[src/rtl/jtopl_rhy_pg_if.sv]
// ----------------------------------------------------------------------------
// jtopl_rhy_pg_if: operator-pipeline bus between phase accumulator, rhythm PG
// and operator stage.  Revision: 1.0
// ----------------------------------------------------------------------------
`default_nettype none

interface jtopl_rhy_pg_if #(
  parameter int PW = 10
);
  logic          cen;
  logic          zero;
  logic          rhy_en;
  logic [PW-1:0] phase_pre;
  logic [PW-1:0] phase_op;
  logic [4:0]    slot_op;
  logic          noise;

  modport master (
    output cen, zero, rhy_en, phase_pre,
    input  phase_op, slot_op, noise
  );

  modport slave (
    input  cen, zero, rhy_en, phase_pre,
    output phase_op, slot_op, noise
  );
endinterface

`default_nettype wire

[src/rtl/jtopl_rhy_pg.sv]
// ----------------------------------------------------------------------------
// jtopl_rhy_pg: rhythm-mode phase generator (HH/SD/TC substitution, noise LFSR).
// Rhythm logic is built only when JTOPL_RHY_EN is defined.  Revision: 1.0
// ----------------------------------------------------------------------------
`default_nettype none

module jtopl_rhy_pg #(
  parameter int PW      = 10,
  parameter int SLOTS   = 18,
  parameter int HH_SLOT = 13,
  parameter int SD_SLOT = 16,
  parameter int TC_SLOT = 17
) (
  input  logic          clk,
  input  logic          rst,
  jtopl_rhy_pg_if.slave bus
);
  localparam logic [4:0] c_last = 5'(SLOTS - 1);
  localparam logic [4:0] c_tc   = 5'(TC_SLOT);

  logic [4:0]    cnt_q, cnt_d;
  logic [4:0]    slot_op_q, slot_op_d;
  logic [22:0]   lfsr_q, lfsr_d;
  logic [PW-1:0] phase_op_q, phase_op_d;
  logic [4:0]    w_slot;

  // zero overrides the counter so a mid-frame marker resyncs the sequence
  assign w_slot = bus.zero ? 5'd0 : cnt_q;

  always_comb begin
    cnt_d     = cnt_q;
    slot_op_d = slot_op_q;
    lfsr_d    = lfsr_q;
    if (bus.cen) begin
      cnt_d     = (w_slot == c_last) ? 5'd0 : w_slot + 5'd1;
      slot_op_d = w_slot;
      if (w_slot == c_tc)
        lfsr_d = {lfsr_q[0] ^ lfsr_q[14], lfsr_q[22:1]};
    end
  end

`ifdef JTOPL_RHY_EN
  localparam logic [4:0] c_hh = 5'(HH_SLOT);
  localparam logic [4:0] c_sd = 5'(SD_SLOT);

  logic [9:0] hh_q, hh_d, tc_q, tc_d;
  logic [9:0] w_h, w_hh, w_tc, w_r;
  logic       w_rm_xor, w_rhy_slot, w_unused_bits;

  assign w_h  = bus.phase_pre[PW-1 -: 10];
  assign w_hh = (w_slot == c_hh) ? w_h : hh_q;
  assign w_tc = (w_slot == c_tc) ? w_h : tc_q;
  assign w_rm_xor = (w_hh[2] ^ w_hh[7]) | (w_hh[3] ^ w_tc[5]) | (w_tc[3] ^ w_tc[5]);
  assign w_unused_bits = ^{w_hh[9], w_hh[6:4], w_hh[1:0], w_tc[9:6], w_tc[4], w_tc[2:0]};

  // noise here is the pre-advance LFSR bit, the one visible during the TC slot
  always_comb begin
    w_r        = 10'd0;
    w_rhy_slot = 1'b0;
    if (w_slot == c_hh) begin
      w_r        = {w_rm_xor, 9'd0} | ((w_rm_xor ^ lfsr_q[0]) ? 10'h0D0 : 10'h034);
      w_rhy_slot = 1'b1;
    end else if (w_slot == c_sd) begin
      w_r        = {w_hh[8], w_hh[8] ^ lfsr_q[0], 8'd0};
      w_rhy_slot = 1'b1;
    end else if (w_slot == c_tc) begin
      w_r        = {w_rm_xor, 9'h080};
      w_rhy_slot = 1'b1;
    end
  end

  always_comb begin
    hh_d       = hh_q;
    tc_d       = tc_q;
    phase_op_d = phase_op_q;
    if (bus.cen) begin
      if (w_slot == c_hh) hh_d = w_h;
      if (w_slot == c_tc) tc_d = w_h;
      phase_op_d = (bus.rhy_en && w_rhy_slot) ? (PW'(w_r) << (PW - 10)) : bus.phase_pre;
    end
  end

  always_ff @(posedge clk or posedge rst) begin
    if (rst) begin
      hh_q <= 10'd0;
      tc_q <= 10'd0;
    end else begin
      hh_q <= hh_d;
      tc_q <= tc_d;
    end
  end
`else
  logic w_unused_rhy;
  assign w_unused_rhy = bus.rhy_en;

  always_comb begin
    phase_op_d = phase_op_q;
    if (bus.cen) phase_op_d = bus.phase_pre;
  end
`endif

  always_ff @(posedge clk or posedge rst) begin
    if (rst) begin
      cnt_q      <= 5'd0;
      slot_op_q  <= 5'd0;
      lfsr_q     <= 23'd1;
      phase_op_q <= '0;
    end else begin
      cnt_q      <= cnt_d;
      slot_op_q  <= slot_op_d;
      lfsr_q     <= lfsr_d;
      phase_op_q <= phase_op_d;
    end
  end

  assign bus.phase_op = phase_op_q;
  assign bus.slot_op  = slot_op_q;
  assign bus.noise    = lfsr_q[0];
endmodule

`default_nettype wire

[src/flat_wrapper.sv]
// flat-port wrapper written by rule: the top's interface ports become plain ports
module jtopl_rhy_pg_flat 
#(
  parameter int PW      = 10,
  parameter int SLOTS   = 18,
  parameter int HH_SLOT = 13,
  parameter int SD_SLOT = 16,
  parameter int TC_SLOT = 17
)
  (clk, rst, bus_cen, bus_zero, bus_rhy_en, bus_phase_pre, bus_phase_op, bus_slot_op, bus_noise);
  jtopl_rhy_pg_if #(.PW(PW)) bus_i ();
  input  logic clk;
  input  logic rst;
  input wire logic [$bits(bus_i.cen)-1:0] bus_cen;
  input wire logic [$bits(bus_i.zero)-1:0] bus_zero;
  input wire logic [$bits(bus_i.rhy_en)-1:0] bus_rhy_en;
  input wire logic [$bits(bus_i.phase_pre)-1:0] bus_phase_pre;
  output wire logic [$bits(bus_i.phase_op)-1:0] bus_phase_op;
  output wire logic [$bits(bus_i.slot_op)-1:0] bus_slot_op;
  output wire logic [$bits(bus_i.noise)-1:0] bus_noise;
  assign bus_i.cen = bus_cen;
  assign bus_i.zero = bus_zero;
  assign bus_i.rhy_en = bus_rhy_en;
  assign bus_i.phase_pre = bus_phase_pre;
  assign bus_phase_op = bus_i.phase_op;
  assign bus_slot_op = bus_i.slot_op;
  assign bus_noise = bus_i.noise;
  jtopl_rhy_pg #(.PW(PW), .SLOTS(SLOTS), .HH_SLOT(HH_SLOT), .SD_SLOT(SD_SLOT), .TC_SLOT(TC_SLOT)) u_core (.clk(clk), .rst(rst), .bus(bus_i));
endmodule
[config.mk]
export PLATFORM = sky130hd
export DESIGN_NAME = jtopl_rhy_pg_flat
export DESIGN_NICKNAME = d
export VERILOG_FILES = /design/src/rtl/jtopl_rhy_pg_if.sv /design/src/rtl/jtopl_rhy_pg.sv /design/src/flat_wrapper.sv
export SDC_FILE = /design/constraint.sdc
export NUM_CORES = 1
export LEC_CHECK = 0
export ABC_AREA = 0
export BUFFER_PORTS_ARGS = -buffer_cell sky130_fd_sc_hd__buf_2
export CORE_UTILIZATION = 51
export CTS_BUF_LIST = sky130_fd_sc_hd__clkbuf_8
export CTS_CLUSTER_DIAMETER = 40
export DETAILED_ROUTE_END_ITERATION = 7
export PLACE_DENSITY = 0.76
export SKIP_CTS_REPAIR_TIMING = 1
export SYNTH_ARGS = -nofsm -noshare
export SYNTH_HDL_FRONTEND = slang
export SYNTH_SLANG_ARGS = --single-unit
export TNS_END_PERCENT = 30
[constraint.sdc]
create_clock -name clk -period 1.7 [get_ports clk]
set_input_delay 0.17 -clock clk [delete_from_list [all_inputs] [get_ports clk]]
set_output_delay 0.17 -clock clk [all_outputs]
set_load 0.02 [all_outputs]
==> out/metrics.yaml <==
finalWorstPathRequiredPeriod_ns: 1.74
slew_violations: 0
hp-class: "in -> async"
yosys.area.top_type_share_pct: 60.7
post_drt_wl_per_cell_um: 13.0
pin_count_of_the_biggest_net_entering_global_routing: 44
ioPinCount: 31
grt_setup_unrepaired: "true"
drtIter0Drc: 35
cellLeakagePower_nw: 1.07
setup_viol: 22
achievable-frequency_mhz: 574
pre_cts_setup_slack_ns: -0.0392
postRouteWirelength_um: 2670
die_y_um: 60.3
synthMostInstantiatedCell: "sky130_fd_sc_hd__dfrtp_1"
min_period_over_period_pct: 103
power.switching_w: 0.000576
yosysTopAreaCell: "sky130_fd_sc_hd__dfrtp_1"
ys_seq_area_share_pct: 62.3
post_synthesis_net_count: 138
critPathCaptureType: "register"
max_cap_viol_count: 0
route.detailed.drc: 0
cts_root_buffer: "sky130_fd_sc_hd__clkbuf_8"
ys_warn_count: 0
seq_power_share_pct: 51.6
final_antenna_violating_net_count: 0
hold_ws_ns: -0.00656
avgViaCountPerCell: 5.00
combPwrFrac_pct: 17.7
cts_tree: "built"
worst_setup_margin_ns: -0.0433
grt.overflow.total: 0
power.clock.fraction_pct: 30.6
timing.slew.headroom_pct: 66.6
cts_inserted_buffers: 5
grt_first_pass_wirelength_um: 4570
synthDistinctLibCells: 26
routed-via-count: 1024
finalNetCount: 175
dr.pass1.iters: 4
asyncSetResetFlopFracSynth_pct: 100
fp.dieArea_um2: 3630
ys_top_cells_by_count: "sky130_fd_sc_hd__dfrtp_1, sky130_fd_sc_hd__mux2_1, sky130_fd_sc_hd__inv_1, sky130_fd_sc_hd__mux2_2, sky130_fd_sc_hd__o22ai_1"
h-tree-depth: 2
fin_worst_skew_ns: 0.00155
status: "finished, violations left"
syn2layout_area_growth_pct: 18.9
antenna-diode-count: 0
port_buffers: 29
grt_antenna_before_repair: 0
crit_type: "reg -> reg"
synthesis.area_um2: 1730
power_density_nw_per_um2: 1070
synthCells: 123
intPower_w: 0.00164
post_synth_edffs: 0
ir_worst_vdd_mv: 0.843
initial_core_util_pct: 55.3
cts.sinks: 43
synth_seq_cells: 43
timing_hold_violations_final: 32
final_layout_size_suffix_gt1_share_pct: 35.4
synthTopCellsByArea: "sky130_fd_sc_hd__dfrtp_1, sky130_fd_sc_hd__mux2_1, sky130_fd_sc_hd__mux2_2"
postSynthAreaPerCell_um2: 14.1
core-area_um2: 3130
worstMarginPinSlew_ns: 0.500
worst_setup_path_start_kind: "register"
floorplan.die.width_um: 60.3
clkLatencyLatePin_ns: 0.29
final_estimated_routing_congestion_in_global_placement: 0.776
synth-main-ff-cell: "sky130_fd_sc_hd__dfrtp_1"
critical_path_at_ns: 1.91
crit_path_max_fanout: 23
grt_pass1_vias: 1113
power.switching_fraction_pct: 26.0
post_route_total_power_w: 0.00221
hpwlAfterDp_um: 1940
cts_max_path_buffers: 2
failed_checks: "hold timing, setup timing"
overall_global_routing_usage_pct: 17.8
worst_setup_hold_path_clk_slew_ns: 0.07
rows: 20
cp_data_required_time_ns: 1.87
==> layout make-up <==
cell class	count	area, um2
Timing Repair Buffer	36	210
Clock buffer	7	96.3
Inverter	11	41.3
Multi-Input combinational cell	63	574
Fill cell	229	1070
Tap cell	44	55.1
Sequential cell	43	1080
Clock inverter	1	3.75
==> power by group through the flow <==
| stage | combinational, W | sequential (W) | clock (W) |
|---|---|---|---|
| global placement | 0.000383 | 0.00115 | 0 |
| detailed placement | 0.000397 | 0.00116 | 0 |
| CTS | 0.000396 | 0.00114 | 0.000695 |
| floorplan | 0.000186 | 0.00122 | 0 |
| finish | 0.000392 | 0.00114 | 0.000677 |
| global route | 0.000432 | 0.00115 | 0.000732 |
==> worst max-delay path: stages, from the launching register on <==
cell	delay [ns]
sky130_fd_sc_hd__dfrtp_1	0.40
sky130_fd_sc_hd__or4b_4	0.58
sky130_fd_sc_hd__nor2_4	0.12
sky130_fd_sc_hd__buf_12	0.18
sky130_fd_sc_hd__mux2_1	0.34
==> registers in the layout (all words and copies together), names as in the netlist <==
signal	count
u_core.bus.slot_op	5
u_core.lfsr_q	23
u_core.bus.phase_op	10
u_core.cnt_q	5
==> cell families after synthesis <==
group / after synthesis / share of synthesized area, %
AOI/OAI and AO/OA: 12 / 4.41
and+or+nand+nor: 16 / 6.00
buffers and inverters: 17 / 4.77
DFF: 43 / 62.3
xor gates and xnor gates: 1 / 0.506
muxes: 34 / 22.1
==> layout by cell type (no fill, tap or decap), types with 2 or more instances in the layout <==
cell / n
sky130_fd_sc_hd__clkbuf_8: 7
sky130_fd_sc_hd__nand2_1: 2
sky130_fd_sc_hd__buf_2: 29
sky130_fd_sc_hd__inv_1: 12
sky130_fd_sc_hd__buf_4: 6
sky130_fd_sc_hd__a21oi_1: 2
sky130_fd_sc_hd__mux2_2: 10
sky130_fd_sc_hd__mux2_1: 22
sky130_fd_sc_hd__o22ai_1: 7
sky130_fd_sc_hd__dfrtp_1: 42
sky130_fd_sc_hd__nor2_1: 4
sky130_fd_sc_hd__nor2b_1: 2
==> stage by stage <==
stage | util [%] | cells | cell area, um2 | TNS, ns
after global routing | 65.8 | 205 | 2060 | -1.83
final | 65.8 | 205 | 2060 | -0.650
after floorplan | - | 123 | 1730 | -0.149
after detailed placement | 62.5 | 197 | 1950 | -0.585
after CTS | 65.7 | 205 | 2050 | -0.819
after global placement | 62.5 | 197 | 1950 | 0
==> metal layers <==
metal | GRT usage (%) | part of all wire (%) | wire length [um]
met1 | 19.3 | 42 | 1130
met2 | 30.5 | 52 | 1390
met3 | 5.19 | 3.3 | 89
met4 | 10.3 | 2.2 | 60
met5 | 0 | 0 | 0
==> final timing paths <==
path                                  startpoint                endpoint  slack (ns)  depth (start not counted)
worst min register to register  u_core.lfsr_q[5]        u_core.lfsr_q[5]        0.48                          1
max in group asynchronous                    rst        u_core.lfsr_q[0]        1.35                          3
min in group clk                bus_phase_pre[7]  u_core.bus.phase_op[7]        0.11                          2
worst max register to register   u_core.cnt_q[3]        u_core.lfsr_q[4]       -0.04                          4
worst max-delay path             u_core.cnt_q[3]        u_core.lfsr_q[4]       -0.04                          4
worst min-delay path                         rst  u_core.bus.phase_op[0]      -0.007                          3
Note: power is estimated with default switching activity, not from simulation.
